**config.mk**
```make
export PLATFORM = sky130hd
export DESIGN_NAME = tempsense_result_filter
export DESIGN_NICKNAME = d
export VERILOG_FILES = /design/src/rtl/tempsense_pkg.sv /design/src/rtl/tempsense_minmax.sv /design/src/rtl/tempsense_result_filter.sv
export SDC_FILE = /design/constraint.sdc
export NUM_CORES = 1
export LEC_CHECK = 0
export BUFFER_PORTS_ARGS = -buffer_cell sky130_fd_sc_hd__buf_4
export CAP_MARGIN = 5
export CORE_MARGIN = 10
export CORE_UTILIZATION = 62
export DETAILED_ROUTE_END_ITERATION = 12
export PLACE_DENSITY = 0.94
export SYNTH_ARGS = -nofsm -noshare
export SYNTH_HDL_FRONTEND = slang
export SYNTH_SLANG_ARGS = --single-unit
```
**constraint.sdc**
```tcl
create_clock -name clk -period 7.79 [get_ports clk]
set_clock_uncertainty 0.15 [all_clocks]
set_input_delay 0.779 -clock clk [delete_from_list [all_inputs] [get_ports clk]]
set_output_delay 0.779 -clock clk [all_outputs]
set_load 0.005 [all_outputs]
```
**src/rtl/tempsense_pkg.sv**
```systemverilog
// Shared definitions for the temperature-sensor datapath: result code width,
// code limits and the result-filter state encoding.
package tempsense_pkg;

  localparam int unsigned N_VDAC_DEF = 6;

  localparam logic [N_VDAC_DEF-1:0] VMAX = '1;
  localparam logic [N_VDAC_DEF-1:0] VMIN = '0;

  typedef enum logic {
    S_DISCARD = 1'b0,
    S_ACCUM   = 1'b1
  } filt_state_e;

endpackage

```
**src/rtl/tempsense_minmax.sv**
```systemverilog
// Running minimum/maximum of accepted result codes, with a clear strobe.
// A sample arriving together with a clear becomes the first sample after the clear.
module tempsense_minmax
  import tempsense_pkg::*;
#(
  parameter int unsigned N_VDAC = N_VDAC_DEF
) (
  input  logic              clk,
  input  logic              reset,
  input  logic              sample_valid_i,
  input  logic [N_VDAC-1:0] sample_i,
  input  logic              clr_i,
  output logic [N_VDAC-1:0] min_o,
  output logic [N_VDAC-1:0] max_o,
  output logic              vld_o
);

  logic [N_VDAC-1:0] min_q, min_d;
  logic [N_VDAC-1:0] max_q, max_d;
  logic              vld_q, vld_d;

  always_comb begin
    min_d = min_q;
    max_d = max_q;
    vld_d = vld_q;
    if (sample_valid_i) begin
      vld_d = 1'b1;
      if (clr_i || !vld_q) begin
        min_d = sample_i;
        max_d = sample_i;
      end else begin
        if (sample_i < min_q) min_d = sample_i;
        if (sample_i > max_q) max_d = sample_i;
      end
    end else if (clr_i) begin
      min_d = '1;
      max_d = '0;
      vld_d = 1'b0;
    end
  end

  always_ff @(posedge clk) begin
    if (reset) begin
      min_q <= '1;
      max_q <= '0;
      vld_q <= 1'b0;
    end else begin
      min_q <= min_d;
      max_q <= max_d;
      vld_q <= vld_d;
    end
  end

  assign min_o = min_q;
  assign max_o = max_q;
  assign vld_o = vld_q;

endmodule

```
**src/rtl/tempsense_result_filter.sv**
```systemverilog
// Result filter behind the sensor sweep FSM: drops the first sweeps after reset,
// block-averages accepted codes, tracks min/max and raises a hysteretic alarm.
module tempsense_result_filter
  import tempsense_pkg::*;
#(
  parameter int unsigned N_VDAC    = N_VDAC_DEF,
  parameter int unsigned LOG2_AVG  = 2,
  parameter int unsigned N_DISCARD = 1
) (
  input  logic              clk,
  input  logic              reset,
  input  logic              i_res_valid,
  input  logic [N_VDAC-1:0] i_res,
  input  logic              i_clr_minmax,
  input  logic [N_VDAC-1:0] i_thr_hi,
  input  logic [N_VDAC-1:0] i_thr_lo,
  output logic [N_VDAC-1:0] o_avg,
  output logic              o_avg_valid,
  output logic [N_VDAC-1:0] o_min,
  output logic [N_VDAC-1:0] o_max,
  output logic              o_minmax_vld,
  output logic              o_alarm
);

  localparam int unsigned ACC_W  = N_VDAC + LOG2_AVG;
  localparam int unsigned SUM_W  = ACC_W + 1;
  localparam int unsigned CNT_W  = (LOG2_AVG > 0) ? LOG2_AVG : 1;
  localparam int unsigned DISC_W = (N_DISCARD > 0) ? $clog2(N_DISCARD + 1) : 1;

  localparam logic [CNT_W-1:0]  CNT_LAST  = CNT_W'((1 << LOG2_AVG) - 1);
  localparam logic [DISC_W-1:0] DISC_LAST = DISC_W'(N_DISCARD - 1);
  // Half an LSB of the output for round-half-up; zero in pass-through mode.
  localparam logic [SUM_W-1:0]  HALF      = SUM_W'((1 << LOG2_AVG) >> 1);
  localparam logic [SUM_W-1:0]  AVG_MAX   = SUM_W'((1 << N_VDAC) - 1);
  localparam filt_state_e       RST_STATE = (N_DISCARD == 0) ? S_ACCUM : S_DISCARD;

  filt_state_e       state_q;
  logic [ACC_W-1:0]  acc_q;
  logic [CNT_W-1:0]  cnt_q;
  logic [DISC_W-1:0] disc_q;
  logic [N_VDAC-1:0] avg_q;
  logic              avg_valid_q;
  logic              alarm_q;

  logic              accept;
  logic              blk_done;
  logic [SUM_W-1:0]  sum;
  logic [SUM_W-1:0]  rounded;
  logic [N_VDAC-1:0] avg_new;

  always_comb begin
    accept   = i_res_valid && (state_q == S_ACCUM);
    blk_done = accept && (cnt_q == CNT_LAST);
    sum      = SUM_W'(acc_q) + SUM_W'(i_res);
    rounded  = (sum + HALF) >> LOG2_AVG;
    avg_new  = (rounded > AVG_MAX) ? '1 : rounded[N_VDAC-1:0];
  end

  always_ff @(posedge clk) begin
    if (reset) begin
      state_q     <= RST_STATE;
      acc_q       <= '0;
      cnt_q       <= '0;
      disc_q      <= '0;
      avg_q       <= '0;
      avg_valid_q <= 1'b0;
      alarm_q     <= 1'b0;
    end else begin
      avg_valid_q <= blk_done;
      unique case (state_q)
        S_DISCARD: begin
          if (i_res_valid) begin
            disc_q <= disc_q + 1'b1;
            if (disc_q == DISC_LAST) state_q <= S_ACCUM;
          end
        end
        S_ACCUM: begin
          if (i_res_valid) begin
            if (blk_done) begin
              // The final sample goes straight into the average; the next block starts empty.
              acc_q <= '0;
              cnt_q <= '0;
              avg_q <= avg_new;
              if (avg_new >= i_thr_hi) begin
                alarm_q <= 1'b1;
              end else if (avg_new <= i_thr_lo) begin
                alarm_q <= 1'b0;
              end
            end else begin
              acc_q <= acc_q + ACC_W'(i_res);
              cnt_q <= cnt_q + 1'b1;
            end
          end
        end
        default: state_q <= RST_STATE;
      endcase
    end
  end

  tempsense_minmax #(
    .N_VDAC(N_VDAC)
  ) u_minmax (
    .clk           (clk),
    .reset         (reset),
    .sample_valid_i(accept),
    .sample_i      (i_res),
    .clr_i         (i_clr_minmax),
    .min_o         (o_min),
    .max_o         (o_max),
    .vld_o         (o_minmax_vld)
  );

  assign o_avg       = avg_q;
  assign o_avg_valid = avg_valid_q;
  assign o_alarm     = alarm_q;

endmodule

```
==> metrics.txt <==
Synth top area share 24.9%; Worst-path clk slew around 0.060 ns; leakage power around 1.4 nW; DIE WIDTH 85.4 um; Slew Limit Fails 0; Die Area 7300 um^2; setup bufs post-CTS 0; initial antenna violation count 0; CP required 7.86 ns; Area growth syn-to-layout 13.9%; Mapped Cells about 320; CTS Buf Count 5; IO Pins 43; final hold violations 0; clk root buf clkbuf_8; Skew-Pair Late Insertion Delay between 0.2 and 0.3 ns; Arrival @ worst endpoint 3.81 ns; synth top area cells dfxtp_1 25%, ha_1 17%, inv_1 5.9%; Post-CTS Resized 0; Via Count between 2k and 2.5k; # DRC 0; Synth async-reset ratio 0%; Routability Congestion 0.841; fin nets 412; total power 0.425 mW; slew margin rel. 19.5%; leading area contributor after synthesis dfxtp_1; # clock sinks 33; RSZ-0062 raised after global routing no; input/output buffers 42; Sequential Area approximately 660 um^2; Rows 23; element type at the critical path start input pin; Worst Path Buf+Inv 2; first-pass GRT wire length roughly 11 mm; crit path max-delay cell type fa_1; MaxCap Viol Count 0; maximum clock rate ~270 MHz; synthesis warning total 0; area of the multi-input gates 1740 um^2; ratio of cells with drive above 1 in the final layout 17.7%; EDFF count, synth 0; Final min period ~3.7 ns; actual slew at the worst max-slew pin 1.19 ns; htree depth 2; maximum VDD drop 0.122 mV; CP max FO 8; WL/cell 16.2 um; post-route clock period utilization between 40% and 50%; largest net degree at the start of global routing 30; Worst Setup End Kind register; # fillers 305; cell breakdown of the critical path buf_4, ha_1, inv_1, fa_1, nor2_2, a311oi_2, a21oi_1, o21ai_2, nand2_1, ha_1, nand4_1, o2111ai_1, o311ai_0, o2bb2ai_1; Main synth FF type dfxtp_1; DPL Wire Length between 4 and 5 mm; Die H 85.4 um; Setup CP Type input pin to register; # diodes 0; TritonRoute pass-1 iters 5; part of the Yosys area used for sequential elements 24.9%; Worst path max stage delay ~0.57 ns; DR iter-0 viols 213; final setup fails 0; kind of cell adding the most delay to the critical path compound AO/OA/AOI/OAI gates; clk buf depth 2; vias in the first global route around 2.4k; synth unique cells between 60 and 70; Synthesized Nets approximately 380; TritonCTS clock tree yes; GRT overflow 0; Overall Global Routing Usage 17.5%; Hold-fix buffers, CTS 0; DRT antenna net count 0; final setup TNS 0 ns; Most common cell on crit path ha_1; #FFs+latches synth 33; P per Cell Area between 100 and 150 nW/um^2; vias per inst 6.23; Hold Crit Class register to register; status finished, final reports clean; core area 4090 um^2; synthesized cell area 2660 um^2; total length of routed wires 6.51 mm; syn avg cell area 8.40 um^2; Initial Util approximately two thirds
[tightest hold or removal path: cells and delay by family (launching register included)]
kind / cells / cell delay [ns]
AND/OR/NAND/NOR: 1 / 0.05
AO/OA/AOI/OAI: 1 / 0.05
flip-flops: 1 / 0.32
[cell usage after synthesis, types with 2 or more instances]
| master | count |
|---|---|
| a211o_1 | 5 |
| a21o_1 | 8 |
| a21oi_1 | 23 |
| a22oi_1 | 3 |
| a311oi_1 | 3 |
| a311oi_2 | 2 |
| a31oi_1 | 3 |
| and2_1 | 2 |
| buf_1 | 2 |
| buf_2 | 3 |
| buf_6 | 4 |
| clkbuf_1 | 6 |
| dfxtp_1 | 33 |
| fa_1 | 3 |
| ha_1 | 37 |
| inv_1 | 42 |
| nand2_1 | 18 |
| nand2b_1 | 2 |
| nand3_1 | 7 |
| nand3b_1 | 2 |
| nand4_1 | 2 |
| nor2_1 | 18 |
| nor2b_1 | 3 |
| nor3_1 | 11 |
| nor3b_1 | 6 |
| o211ai_1 | 3 |
| o21ai_0 | 9 |
| o31ai_1 | 8 |
| o32ai_1 | 6 |
| xnor2_1 | 6 |
| xor2_1 | 3 |
[per-stage QoR]
step / cell area [um^2] / setup WS, ns / hold slack, ns / util [%] / instances
finish: 3020 / 4.06 / 0.320 / 74.0 / 401
global route: 3020 / 3.84 / 0.353 / 74.0 / 401
CTS: 3020 / 4.12 / 0.313 / 74.0 / 401
detailed placement: 2940 / 3.82 / 0.304 / 72.0 / 393
global placement: 2940 / 3.98 / 0.293 / 72.0 / 393
floorplan: 2660 / 4.25 / 0.286 / - / 316
[flip-flops by register name, summed over array words and instances, names as in the netlist, 2 cells and up]
signal / flops
acc_q: 8
u_minmax.max_o: 6
u_minmax.min_o: 6
o_avg: 6
cnt_q: 2
[per-layer routing]
layer  global-route usage, %  share of wire [%]  vias to the layer above
li1                        -                  -                     1196
met1                    20.6                 41                     1170
met2                    29.2                 49                      111
met3                    5.16                8.0                       20
met4                    6.29                2.1                        0
met5                       0                  0                        -
[final cells by class]
class                           instances  area share [%]
Sequential cell                        33            21.9
Clock buffer                            8            2.65
Inverter                               42            5.22
Multi-Input combinational cell        225            57.5
Tap cell                               50            2.07
Timing Repair Buffer                   43            10.7
[power by group]
| part | switching [mW] | leakage [nW] | internal (mW) |
|---|---|---|---|
| clock network | 0.0627 | 0.0395 | 0.0634 |
| registers | 0.00561 | 0.268 | 0.175 |
| logic | 0.0666 | 1.10 | 0.0511 |
[cell usage in the layout, fill, tap and decap left out, drive strengths merged, types with 2 or more instances in the layout]
| cell type | instances |
|---|---|
| a211o | 5 |
| a21o | 8 |
| a21oi | 23 |
| a22oi | 3 |
| a311oi | 5 |
| a31oi | 4 |
| and2 | 4 |
| buf | 43 |
| clkbuf | 8 |
| dfxtp | 33 |
| fa | 3 |
| ha | 37 |
| inv | 42 |
| nand2 | 18 |
| nand2b | 3 |
| nand3 | 7 |
| nand3b | 2 |
| nand4 | 2 |
| nor2 | 20 |
| nor2b | 4 |
| nor3 | 12 |
| nor3b | 6 |
| o211ai | 4 |
| o21ai | 11 |
| o311ai | 2 |
| o31ai | 8 |
| o32ai | 6 |
| xnor2 | 6 |
| xor2 | 4 |
[kinds of logic (layout without fill, tap and decap cells)]
kind of cell	count (synthesis)	count (layout)	share of synthesized area, %
AOI/OAI and AO/OA	89	89	24.6
and+or+nand+nor	85	85	17.2
buffers and inverters	58	93	9.61
adders and majority gates	40	40	19.7
DFF	33	33	24.9
xor gates and xnor gates	10	10	3.58
muxes	1	1	0.377
[path summary, 6_finish.rpt]
path / cells after the start / start / slack, ns / endpoint
max: 14 / i_res[3] / 4.06 / o_alarm
min: 2 / cnt_q[1] / 0.32 / cnt_q[1]
max reg2reg: 13 / acc_q[4] / 4.34 / o_alarm
min reg2reg: 2 / cnt_q[1] / 0.32 / cnt_q[1]
(Power assumes the default switching activity.)
